## config.mk

```make
export PLATFORM = sky130hd
export DESIGN_NAME = ctrl_time_event_seq
export DESIGN_NICKNAME = d
export VERILOG_FILES = /design/src/rtl/ctrl_time_event_seq.sv
export SDC_FILE = /design/constraint.sdc
export NUM_CORES = 1
export LEC_CHECK = 0
export ABC_AREA = 0
export BUFFER_PORTS_ARGS = -buffer_cell sky130_fd_sc_hd__buf_2
export CAP_MARGIN = 25
export CELL_PAD_IN_SITES_DETAIL_PLACEMENT = 0
export CELL_PAD_IN_SITES_GLOBAL_PLACEMENT = 2
export CORE_MARGIN = 4
export CORE_UTILIZATION = 25
export CTS_CLUSTER_SIZE = 30
export DETAILED_ROUTE_END_ITERATION = 10
export GPL_TIMING_DRIVEN = 0
export PLACE_DENSITY_LB_ADDON = 0.3
export SLEW_MARGIN = 20
export SYNTH_ARGS = -nofsm -noshare
export SYNTH_HDL_FRONTEND = slang
export SYNTH_SLANG_ARGS = --single-unit
```

## constraint.sdc

```tcl
create_clock -name clk -period 5.78 [get_ports clk]
set_input_delay 0.578 -clock clk [delete_from_list [all_inputs] [get_ports clk]]
set_output_delay 0.578 -clock clk [all_outputs]
set_load 0.05 [all_outputs]
```

## src/rtl/ctrl_time_event_seq.sv

```systemverilog
// Time-scheduled event sequencer: steps through a programmable (time, value) table
// against a shared step counter. Optional wrap-around repeat via CTRL_TIME_REPEAT_EN.
module ctrl_time_event_seq #(
    parameter int unsigned CNT_W = 12,
    parameter int unsigned VAL_W = 1,
    parameter int unsigned N_EVT = 8,
    localparam int unsigned AW = $clog2(N_EVT)
) (
    input  logic             clk,
    input  logic             sta,
    input  logic [CNT_W-1:0] counter,
    input  logic             wr_en,
    input  logic [AW-1:0]    wr_addr,
    input  logic [CNT_W-1:0] wr_time,
    input  logic [VAL_W-1:0] wr_value,
    input  logic [VAL_W-1:0] init_value,
    input  logic             arm,
    input  logic             abort,
    output logic [VAL_W-1:0] y,
    output logic             event_stb,
    output logic [AW:0]      event_idx,
    output logic             busy,
    output logic             done,
    output logic             err
);

    typedef enum logic [1:0] {StIdle = 2'd0, StRun = 2'd1, StDone = 2'd2} state_e;

    state_e           state_q, state_d;
    logic [AW-1:0]    ptr_q, ptr_d;
    logic [VAL_W-1:0] y_q, y_d;
    logic [AW:0]      idx_q, idx_d;
    logic             err_q, err_d;
    logic             stb_q, stb_d;
    logic             busy_q, done_q;

    logic [CNT_W-1:0] time_q  [N_EVT];
    logic [VAL_W-1:0] value_q [N_EVT];

    logic             last;
    logic [AW-1:0]    ptr_nxt;
    logic [CNT_W-1:0] cur_time, nxt_time;
    logic             fire;

    // Fire one step early so y shows the new value in the cycle counter == time.
    assign cur_time = time_q[ptr_q];
    assign last     = (ptr_q == AW'(N_EVT - 1));
    assign ptr_nxt  = last ? ptr_q : ptr_q + 1'b1;
    assign nxt_time = last ? '0 : time_q[ptr_nxt];
    assign fire     = (state_q == StRun) && (counter == cur_time - CNT_W'(1));

    always_comb begin
        state_d = state_q;
        ptr_d   = ptr_q;
        y_d     = y_q;
        idx_d   = idx_q;
        err_d   = err_q;
        stb_d   = 1'b0;
        if (arm) begin
            ptr_d   = '0;
            y_d     = init_value;
            idx_d   = '0;
            err_d   = 1'b0;
            state_d = (time_q[0] == '0) ? StDone : StRun;
        end else begin
            case (state_q)
                StRun: begin
                    if (abort) begin
                        state_d = StIdle;
                    end else if (fire) begin
                        y_d   = value_q[ptr_q];
                        stb_d = 1'b1;
                        idx_d = {1'b0, ptr_q} + (AW + 1)'(1);
                        if (last || nxt_time == '0) begin
                            state_d = StDone;
                        end else if (nxt_time <= cur_time) begin
                            err_d   = 1'b1;
                            state_d = StDone;
                        end else begin
                            ptr_d = ptr_nxt;
                        end
                    end
                end
                StDone: begin
`ifdef CTRL_TIME_REPEAT_EN
                    // Restart the schedule at each counter wrap unless it ended in error.
                    if (!err_q && counter == '1 && time_q[0] != '0) begin
                        ptr_d   = '0;
                        y_d     = init_value;
                        idx_d   = '0;
                        state_d = StRun;
                    end
`endif
                end
                default: ;
            endcase
        end
    end

    always_ff @(posedge clk) begin
        if (sta) begin
            state_q <= StIdle;
            ptr_q   <= '0;
            y_q     <= '0;
            idx_q   <= '0;
            err_q   <= 1'b0;
            stb_q   <= 1'b0;
            busy_q  <= 1'b0;
            done_q  <= 1'b0;
        end else begin
            state_q <= state_d;
            ptr_q   <= ptr_d;
            y_q     <= y_d;
            idx_q   <= idx_d;
            err_q   <= err_d;
            stb_q   <= stb_d;
            busy_q  <= (state_d == StRun);
            done_q  <= (state_d == StDone);
        end
    end

    // Writes in RUN are dropped; an arm in the same cycle still sees the old table.
    always_ff @(posedge clk) begin
        if (sta) begin
            for (int i = 0; i < N_EVT; i++) begin
                time_q[i]  <= '0;
                value_q[i] <= '0;
            end
        end else if (wr_en && state_q != StRun) begin
            time_q[wr_addr]  <= wr_time;
            value_q[wr_addr] <= wr_value;
        end
    end

    assign y         = y_q;
    assign event_stb = stb_q;
    assign event_idx = idx_q;
    assign busy      = busy_q;
    assign done      = done_q;
    assign err       = err_q;

endmodule

```

==> results of run 1 <==
[through the flow]
stage	hold slack, ns	worst slack [ns]	instance area, um^2	std cells
2_1_floorplan	0.481	1.78	8240	663
3_3_place_gp	0.442	0.871	9000	1147
3_5_place_dp	0.436	0.912	9000	1147
4_1_cts	0.361	0.874	9590	1179
5_1_grt	0.363	0.643	9600	1179
6_report	0.376	0.871	9600	1179
[logic make-up (layout without fill, tap and decap cells)]
kind of cell	after synthesis	after routing	synth area share, %
AND/OR/NAND/NOR	229	229	16.5
XOR/XNOR	13	13	1.38
buffers and inverters	51	125	3.27
flip-flops	121	121	42.1
multiplexers	170	170	28.5
AO/OA/AOI/OAI	63	63	5.88
adder cells (fa/ha/maj)	16	16	2.43
[sequential cells by signal (all words and copies together) (netlist names), named ones only]
register,cells
ptr_q,3
busy,1
y,1
event_idx,4
err,1
time_q,96
state_q,2
value_q,8
done,1
event_stb,1
[power breakdown]
part	internal (mW)	total, mW	leakage [nW]	switching [mW]
clock	0.584	1.09	0.290	0.502
combinational	0.0784	0.193	1.75	0.115
sequential	0.980	1.01	1.22	0.0261
total	1.64	2.28	3.26	0.642
[routing by layer]
layer,vias up,share of wire (%),global-route usage [%]
met1,2797,48,21.5
met3,22,3.5,2.53
met4,0,1.8,4.17
met5,-,0,0
li1,2655,-,-
met2,102,47,24.1
[synth_stat cells (all sizes together), types with 7 or more instances]
master	instances
nor4	7
edfxtp	104
xnor2	8
and2	110
dfxtp	17
clkbuf	15
nor2	28
buf	25
nand2	20
a211oi	12
mux2i	104
mux4	42
mux2	24
nand2b	7
or2	11
nor2b	9
nor3	10
ha	16
a21oi	7
inv	11
o21ai	7
[worst max path at each step]
stage	slack, ns	end
CTS	0.87	done
finish	0.87	ptr_q[1]
global route	0.64	done
global placement	0.87	done
floorplan	1.78	busy
detailed placement	0.91	done
[layout make-up]
type | instances | area share (%)
repair buffers | 42 | 2.19
multi-input cells | 491 | 47.0
flip-flops and latches | 121 | 36.1
clock buffers | 17 | 4.43
inverters | 11 | 0.430
plain buffers | 40 | 2.37
clock inverters | 15 | 1.77
well taps | 442 | 5.76
[critical path: stages, from the launching register on]
cell	delay (ns)
dfxtp_1	0.38
ha_1	0.30
buf_2	0.25
buf_6	0.22
buf_4	0.24
buf_2	0.34
buf_2	0.42
mux2i_1	0.14
mux4_2	0.54
a211oi_1	0.30
ha_1	0.29
nor2b_1	0.13
o21a_1	0.16
o21a_1	0.16
o21ai_0	0.19
o211ai_1	0.11
o31a_1	0.14
nand2_2	0.14
nor2b_4	0.07
mux2i_1	0.25
[cell usage in the layout, fill, tap and decap left out, types with 7 or more instances in the layout]
cell type / count
a21oi_1: 7
dfxtp_1: 17
or2_2: 11
buf_2: 58
mux2i_1: 96
ha_1: 16
clkbuf_16: 17
mux2_2: 15
and2_1: 110
edfxtp_1: 104
mux4_2: 40
a211oi_1: 12
nand2_1: 19
nand2b_1: 7
inv_8: 7
nor2_1: 28
nor3_1: 10
nor2b_1: 8
mux2_1: 9
inv_1: 10
clkbuf_1: 15
xnor2_1: 8
==> qor.csv, run 1 <==
stage,metric,value,unit
critical_path,r2r_setup_slack,0.87,ns
synthesis,yosys-top-cells-area,"edfxtp_1 38%, mux2i_1 12%, mux4_2 11%",
critical_path,rr_startpoint,ptr_q[0],
critical_path,critPathLaunchType,register,
power_and_ir_drop,total_power,2.28,mW
layout,num-fill-cells,3347,
synthesis,syn-num-nets,713,
sta,fmax,204,MHz
sta,worst_slew_pin_slew,1.01,ns
layout,multi_input_area,4510,um^2
power_and_ir_drop,peakVddDrop,164,uV
synthesis,async_reset_ff_share,0,%
cts,cts_sinks,121,
place,io_buffers,42,
synthesis,synth_area_per_cell,12.4,um^2
floorplan,ios,43,
critical_path,cp.arrival,5.23,ns
floorplan,die_area,35900,um^2
layout,regArea,3460,um^2
flow_run,drv_cap,0,
global_route,grt_pass1_wl,39500,um
synthesis,synth-edff-count,104,
cts,tritoncts,yes,
floorplan,std_cell_rows,66,
sta,layout_min_cycle_time,4.91,ns
sta,max_slew_margin,32.3,%
floorplan,fp.coreArea,32500,um^2
global_route,grt_util_all_layers,15.2,%
layout,diodes,0,
cts,clkTransAtPathRegs,0.07,ns
route,firstDrtPassIters,5,
global_route,grt_antenna_before_repair,0,
cts,cts_buffers,17,
sta,finalHoldViolCount,0,
route,wl_per_cell,22.9,um
place,dp_hpwl,19300,um
synthesis,synth_ff_type,edfxtp_1,
synthesis,synth_warnings,0,
worst_hold_path,hp-class,in2reg,
worst_hold_path,holdPathEnd,y,
layout,final_util,29.5,%
synthesis,synthCells,663,
layout,nets,774,
floorplan,dieWidth,190,um
route,via_per_inst,4.73,
cts,clk_latency,0.44,ns
floorplan,die_h,190,um
synthesis,synth_top_area_cell,edfxtp_1,
sta,rsz0062_at_grt,no,
run_status,status,finished clean,
route,route.detailed.drc,0,
critical_path,end_kind,register,
critical_path,cp.required,6.10,ns
worst_hold_path,worstHoldStart,init_value,
cts,cts_max_level,4,
global_route,globalRouteOverflowTotal,0,
critical_path,cp_max_fo,10,
cts,cts_root_buffer,clkbuf_16,
sta,slew_violations,0,
critical_path,worst-setup-path-type,reg2reg,
critical_path,startpoint,ptr_q[0],
synthesis,synth_top_area_share,37.9,%
route,drtAntennaViolNets,0,
synthesis,synthDistinctLibCells,69,
global_route,grt_start_max_net_pins,17,
sta,setup_viol,0,
layout,drive_above_1_share,24.7,%
critical_path,rr_endpoint,ptr_q[1],
route,drt-initial-drc-count,481,
cts,ctsResizeCount,0,
synthesis,synth-seq-area-share,42.1,%
cts,post-cts-setup-buffer-count,0,
power_and_ir_drop,p_leak,3.26,nW
place,place_congestion,0.767,
sta,period_share,84.9,%
cts,cts_max_path_buffers,2,
synthesis,netlist_area,8240,um^2
global_route,grt_pass1_vias,5733,
worst_hold_path,min_path_cells,2,
synthesis,ys_ff_latch,121,
power_and_ir_drop,power_density,238,nW/um^2
route,vias,5576,
sta,skew,0.0105,ns
critical_path,reg2reg_depth,19,
cts,holdBufCountCts,0,
route,drt_wl_total,26900,um
floorplan,initial_core_util,25.3,%
sta,fin_tns_setup,0,ns
layout,syn2layout_area_growth,16.6,%
Power figures use the tool's default switching activity.
==> run 2: changes to the inputs <==
==> constraint.sdc (replaced) <==
create_clock -name clk -period 4.5 [get_ports clk]
set_input_delay 0.45 -clock clk [delete_from_list [all_inputs] [get_ports clk]]
set_output_delay 0.45 -clock clk [all_outputs]
set_load 0.05 [all_outputs]
==> run 2 against run 1 <==
  * Sequential cell count is the same
  * Cell area grew 0.57%
  * Setup slack worse by 0.62 ns
  * Global-route usage unchanged
  * Critical path depth fell by 1
  * Die area stayed put
  * Maximum frequency up 15%
  * Combinational power rose by 28%
  * Power is 28% higher
  * Core utilization grew 0.17 points
  * Sequential share of layout area shrank 0.21 points
  * Non-clock buffer count rose by 1
  * Critical path type unchanged
  * Critical endpoint is now done
==> qor.csv, run 2 (synthesis results as in run 1) <==
stage,metric,value,unit,change
layout,num-fill-cells,3351,,"was 3,347"
layout,regMostFlops,time_q,,unchanged
layout,regArea,3460,um^2,unchanged
critical_path,rr_startpoint,ptr_q[0],,unchanged
worst_hold_path,min_path_cells,2,,unchanged
run_status,status,finished clean,,unchanged
place,dp_hpwl,19300,um,unchanged
power_and_ir_drop,p_leak,3.28,nW,was 3.26 nW
sta,finalHoldViolCount,0,,unchanged
cts,clkTransAtPathRegs,0.07,ns,about the same
layout,nets,775,,was 774
critical_path,critPathLaunchType,register,,unchanged
critical_path,reg2reg_depth,18,,was 19
route,firstDrtPassIters,5,,unchanged
cts,cts_root_buffer,clkbuf_16,,unchanged
route,drtAntennaViolNets,0,,unchanged
route,drt-initial-drc-count,517,,was 481
sta,fmax,235,MHz,was 204 MHz
global_route,grt_pass1_vias,5732,,"was 5,733"
cts,cts_max_level,4,,unchanged
sta,max_slew_margin,33.9,%,was 32.3%
critical_path,cp_max_fo,19,,was 10
layout,syn2layout_area_growth,17.2,%,was 16.6%
power_and_ir_drop,peakVddDrop,211,uV,was 164 uV
power_and_ir_drop,power_density,304,nW/um^2,was 238 nW/um^2
floorplan,die_area,35900,um^2,unchanged
cts,tritoncts,yes,,unchanged
critical_path,cp.arrival,4.60,ns,was 5.23 ns
layout,largest_register_ffs,96,,unchanged
floorplan,initial_core_util,25.3,%,unchanged
global_route,grt_util_all_layers,15.2,%,unchanged
cts,cts_sinks,121,,unchanged
critical_path,end_kind,register,,unchanged
sta,slew_violations,0,,unchanged
sta,fin_tns_setup,0,ns,unchanged
floorplan,ios,43,,unchanged
sta,layout_min_cycle_time,4.25,ns,was 4.91 ns
sta,final.setup.worst_slack,0.247,ns,was 0.871 ns
global_route,globalRouteOverflowTotal,0,,unchanged
floorplan,die_h,190,um,unchanged
global_route,grt_antenna_before_repair,0,,unchanged
global_route,grt_pass1_wl,39500,um,about the same
layout,drive_above_1_share,25.5,%,was 24.7%
route,vias,5591,,"was 5,576"
global_route,grt_start_max_net_pins,17,,unchanged
layout,multi_input_area,4510,um^2,about the same
place,placed_cell_area,9000,um^2,unchanged
route,drt_wl_total,27000,um,"was 26,900 um"
flow_run,drv_cap,0,,unchanged
place,io_buffers,42,,unchanged
sta,worst_slew_pin_slew,0.991,ns,was 1.01 ns
route,via_per_inst,4.74,,was 4.73
sta,skew,0.0126,ns,was 0.0105 ns
critical_path,crit_path_end,done,,was ptr_q[1]
sta,whs,0.248,ns,was 0.376 ns
layout,diodes,0,,unchanged
cts,cts_buffers,17,,unchanged
place,place_congestion,0.767,,unchanged
critical_path,rr_endpoint,done,,was ptr_q[1]
layout,finalNonFillerCells,1180,,"was 1,179"
critical_path,worst-setup-path-type,reg2reg,,unchanged
cts,clk_latency,0.44,ns,about the same
critical_path,r2r_setup_slack,0.25,ns,was 0.87 ns
layout,final_cell_mix,"110 x and2_1, 104 x edfxtp_1, 96 x mux2i_1",,unchanged
sta,setup_viol,0,,unchanged
place,placed_cells,1147,,unchanged
place,dpl_worst_slack,-0.368,ns,was 0.912 ns
floorplan,fp.coreArea,32500,um^2,unchanged
critical_path,startpoint,ptr_q[0],,unchanged
layout,final_common_cell,and2_1,,unchanged
floorplan,std_cell_rows,66,,unchanged
worst_hold_path,hp-class,in2reg,,unchanged
cts,cts_max_path_buffers,2,,unchanged
sta,period_share,94.5,%,was 84.9%
layout,stdcell_area,9650,um^2,was 9600 um^2
route,wl_per_cell,22.9,um,about the same
floorplan,dieWidth,190,um,unchanged
critical_path,cp.required,4.85,ns,was 6.10 ns
route,route.detailed.drc,0,,unchanged
[run 2: changes by cell type in the layout (fill, tap and decap cells not counted)]
cell,before,now
clkbuf_2,0,4
a211oi_2,0,1
inv_2,1,0
clkbuf_4,0,3
a211oi_1,12,11
buf_8,0,1
buf_4,1,4
buf_2,58,50
buf_6,5,7
inv_4,0,1
clkbuf_1,15,11
[run 2: timing repair]
item                                    CTS  global route
hold buffers                              0             0
endpoints found under the setup margin   11            11
gates resized for setup                  10            11
setup buffers                             0             2
hold endpoints to repair                  0             0
pin swaps                                 0             1
[run 2: through the flow]
| step | power (mW) | utilization, % |
|---|---|---|
| after global placement | 1.57 | 27.7 |
| after floorplan | 1.46 | - |
| after global routing | 3.03 | 29.7 |
| after detailed placement | 1.57 | 27.7 |
| final | 2.93 | 29.7 |
| after CTS | 2.95 | 29.6 |
[run 2: worst min path at each step]
stage	start	end	slack [ns]
finish	init_value	y	0.25
global route	init_value	y	0.23
CTS	init_value	y	0.23
detailed placement	err	err	0.44
global placement	err	err	0.44
floorplan	ptr_q[2]	register	0.48
[run 2: layer usage]
metal	GRT usage (%)	up-vias	part of all wire [%]
li1	-	2655	-
met1	21.5	2782	48
met2	24.1	129	46
met3	2.53	25	3.9
met4	4.17	0	1.8
met5	0	-	0
[run 2: final cells by class]
type / instances / area share [%]
clock inverters: 15 / 1.76
inverters: 11 / 0.454
repair buffers: 44 / 2.33
flip-flops and latches: 121 / 35.9
plain buffers: 39 / 2.70
well taps: 442 / 5.73
multi-input cells: 491 / 46.7
clock buffers: 17 / 4.41
[run 2: critical path: stages, from the launching register on]
cell and delay (ns):
dfxtp_1 0.37, ha_1 0.30, buf_4 0.19, buf_8 0.24
buf_6 0.21, buf_6 0.21, mux2i_1 0.10, mux4_2 0.53
a211oi_1 0.30, ha_1 0.29, nor2b_1 0.13, o21a_1 0.16
o21a_1 0.16, o21ai_0 0.19, o211ai_1 0.11, o31a_1 0.14
nand2_2 0.14, a41oi_1 0.16, nor3_1 0.19
[run 2: power breakdown]
part	switching [mW]	internal [mW]	leakage, nW	total, mW
clock	0.644	0.749	0.290	1.39
sequential	0.0336	1.26	1.22	1.29
combinational	0.147	0.101	1.77	0.248
==> run 3: changes to the inputs <==
--- a/config.mk
+++ b/config.mk
@@ -16,6 +16,7 @@
 export DETAILED_ROUTE_END_ITERATION = 10
 export GPL_TIMING_DRIVEN = 0
 export PLACE_DENSITY_LB_ADDON = 0.3
+export RECOVER_POWER = 25
 export SLEW_MARGIN = 20
 export SYNTH_ARGS = -nofsm -noshare
 export SYNTH_HDL_FRONTEND = slang
==> run 3 against run 2 <==
  * The flow now finishes with violations (capacitance limit, slew limit)
  * Maximum frequency is essentially flat
  * Clock power about the same
  * Cell count stayed put
  * Sequential cell count stayed put
  * Combinational power about the same
  * Critical path depth stayed put
  * Clock-buffer cell count is the same
  * Setup slack better by 0.00069 ns
==> qor.csv, run 3 (synthesis results as in run 1) <==
stage,metric,value,unit,change
run_status,status,"finished, violations left",,was finished clean
run_status,violations,"capacitance limit, slew limit",,
floorplan,ios,43,,unchanged
route,drtAntennaViolNets,0,,unchanged
sta,slew_violations,14,,was 0
critical_path,cp_max_fo,19,,unchanged
critical_path,end_kind,register,,unchanged
layout,drive_above_1_share,23.8,%,was 25.5%
layout,regMostFlops,time_q,,unchanged
sta,finalHoldViolCount,0,,unchanged
global_route,grt_start_max_net_pins,17,,unchanged
power_and_ir_drop,power_density,304,nW/um^2,about the same
worst_hold_path,min_path_cells,2,,unchanged
floorplan,dieWidth,190,um,unchanged
power_and_ir_drop,power_switching,825,uW,about the same
power_and_ir_drop,peakVddDrop,211,uV,about the same
global_route,grt_pass1_vias,5732,,unchanged
critical_path,r2r_setup_slack,0.25,ns,about the same
worst_hold_path,holdPathEnd,y,,unchanged
sta,fmax,235,MHz,about the same
layout,final_common_cell,edfxtp_1,,was and2_1
critical_path,rr_startpoint,ptr_q[0],,unchanged
floorplan,fp.coreArea,32500,um^2,unchanged
critical_path,cp.arrival,4.60,ns,about the same
flow_run,drv_cap,1,,was 0
floorplan,initial_core_util,25.3,%,unchanged
layout,largest_register_ffs,96,,unchanged
floorplan,die_h,190,um,unchanged
worst_hold_path,worstHoldStart,init_value,,unchanged
global_route,grt_util_all_layers,15.2,%,unchanged
power_and_ir_drop,p_int,2.11,mW,about the same
global_route,grt_antenna_before_repair,0,,unchanged
power_and_ir_drop,combPwrFrac,8.4,%,was 8.5%
sta,setup_viol,0,,unchanged
critical_path,reg2reg_depth,18,,unchanged
critical_path,critPathLaunchType,register,,unchanged
cts,cts_max_level,4,,unchanged
cts,clk_latency,0.44,ns,about the same
route,route.detailed.drc,0,,unchanged
cts,clkTransAtPathRegs,0.07,ns,about the same
layout,final_cell_mix,"104 x edfxtp_1, 96 x mux2i_1, 95 x and2_1",,"was 110 x and2_1, 104 x edfxtp_1, 96 x mux2i_1"
sta,whs,0.248,ns,about the same
layout,diodes,0,,unchanged
cts,tritoncts,yes,,unchanged
place,placed_cell_area,9000,um^2,unchanged
cts,holdBufCountCts,0,,unchanged
route,drt_wl_total,27000,um,about the same
layout,nets,775,,unchanged
route,vias,5602,,"was 5,591"
power_and_ir_drop,seqPwrFrac,44.1,%,was 44.0%
critical_path,cp.required,4.85,ns,about the same
place,place_congestion,0.767,,unchanged
place,io_buffers,42,,unchanged
sta,max_slew_margin,-2.73,%,was 33.9%
route,drt-initial-drc-count,519,,was 517
cts,cts_sinks,121,,unchanged
power_and_ir_drop,total_power,2.93,mW,about the same
place,dp_hpwl,19300,um,unchanged
critical_path,worst-setup-path-type,reg2reg,,unchanged
route,via_per_inst,4.75,,was 4.74
cts,cts_buffers,17,,unchanged
route,firstDrtPassIters,5,,unchanged
route,wl_per_cell,22.9,um,about the same
sta,period_share,94.5,%,about the same
layout,final_util,29.6,%,was 29.7%
power_and_ir_drop,p_leak,3.22,nW,was 3.28 nW
global_route,grt_pass1_wl,39500,um,unchanged
critical_path,rr_endpoint,done,,unchanged
cts,cts_max_path_buffers,2,,unchanged
floorplan,die_area,35900,um^2,unchanged
sta,fin_tns_setup,0,ns,unchanged
power_and_ir_drop,swShare,28.1,%,about the same
sta,skew,0.0126,ns,about the same
layout,stdcell_area,9640,um^2,was 9650 um^2
floorplan,std_cell_rows,66,,unchanged
sta,worst_slew_pin_slew,1.54,ns,was 0.991 ns
worst_hold_path,hp-class,in2reg,,unchanged
power_and_ir_drop,clkPwrFrac,47.5,%,about the same
layout,syn2layout_area_growth,17.0,%,was 17.2%
sta,layout_min_cycle_time,4.25,ns,about the same
cts,cts_root_buffer,clkbuf_16,,unchanged
global_route,globalRouteOverflowTotal,0,,unchanged
run 3: cell count changes in the layout (fill, tap and decap cells not counted):
cell | before | now
nor3b_2 | 1 | 0
buf_2 | 50 | 41
or2_0 | 0 | 2
nor3b_1 | 0 | 1
clkbuf_1 | 11 | 20
and2_0 | 0 | 15
or2_2 | 11 | 9
and2_1 | 110 | 95
run 3: power by group through the flow:
stage / sequential, mW / combinational [mW] / clock [mW]
after global placement: 1.32 / 0.253 / 0
final: 1.29 / 0.247 / 1.39
after floorplan: 1.31 / 0.155 / 0
after CTS: 1.29 / 0.252 / 1.41
after global routing: 1.30 / 0.272 / 1.46
after detailed placement: 1.32 / 0.251 / 0
run 3: worst max-delay path by stage:
stage	start	to	slack, ns
after global placement	ptr_q[0]	done	-0.41
after CTS	ptr_q[0]	done	0.01
final	ptr_q[0]	done	0.25
after detailed placement	ptr_q[0]	done	-0.37
after global routing	ptr_q[0]	done	-0.01
after floorplan	ptr_q[0]	busy	0.50
run 3: repair_timing:
action,4_1_cts,5_1_grt
cloned,0,0
buffers inserted,0,2
pin swaps,0,1
endpoints found under the setup margin,11,11
resized for setup,10,11
run 3: per-stage QoR:
| stage | cells | worst slack [ns] |
|---|---|---|
| detailed placement | 1147 | -0.368 |
| global route | 1180 | -0.0110 |
| floorplan | 663 | 0.504 |
| CTS | 1179 | 0.00982 |
| finish | 1180 | 0.248 |
| global placement | 1147 | -0.409 |
run 3: area by class of cell:
| type | instances | area, um^2 |
|---|---|---|
| multi-input combinational | 491 | 4510 |
| fill | 3356 | 22900 |
| inverter | 11 | 43.8 |
| clock buffer | 17 | 425 |
| timing repair buffer | 44 | 214 |
| clock inverter | 15 | 170 |
| sequential | 121 | 3460 |
| tap | 442 | 553 |
| buffer | 39 | 260 |
run 3: critical path, cell delays in order, from the launching register on:
cell      delay, ns
dfxtp_1        0.37
ha_1           0.30
buf_4          0.19
buf_8          0.24
buf_6          0.21
buf_6          0.21
mux2i_1        0.10
mux4_2         0.53
a211oi_1       0.30
ha_1           0.29
nor2b_1        0.13
o21a_1         0.16
o21a_1         0.16
o21ai_0        0.19
o211ai_1       0.11
o31a_1         0.14
nand2_2        0.14
a41oi_1        0.16
nor3_1         0.19
run 3: metal layers:
| layer | up-vias | wire [um] | track usage [%] | part of all wire [%] |
|---|---|---|---|---|
| met5 | - | 0 | 0 | 0 |
| li1 | 2650 | - | - | - |
| met3 | 25 | 1030 | 2.53 | 3.8 |
| met1 | 2803 | 13000 | 21.5 | 48 |
| met4 | 0 | 484 | 4.17 | 1.8 |
| met2 | 124 | 12500 | 24.1 | 46 |
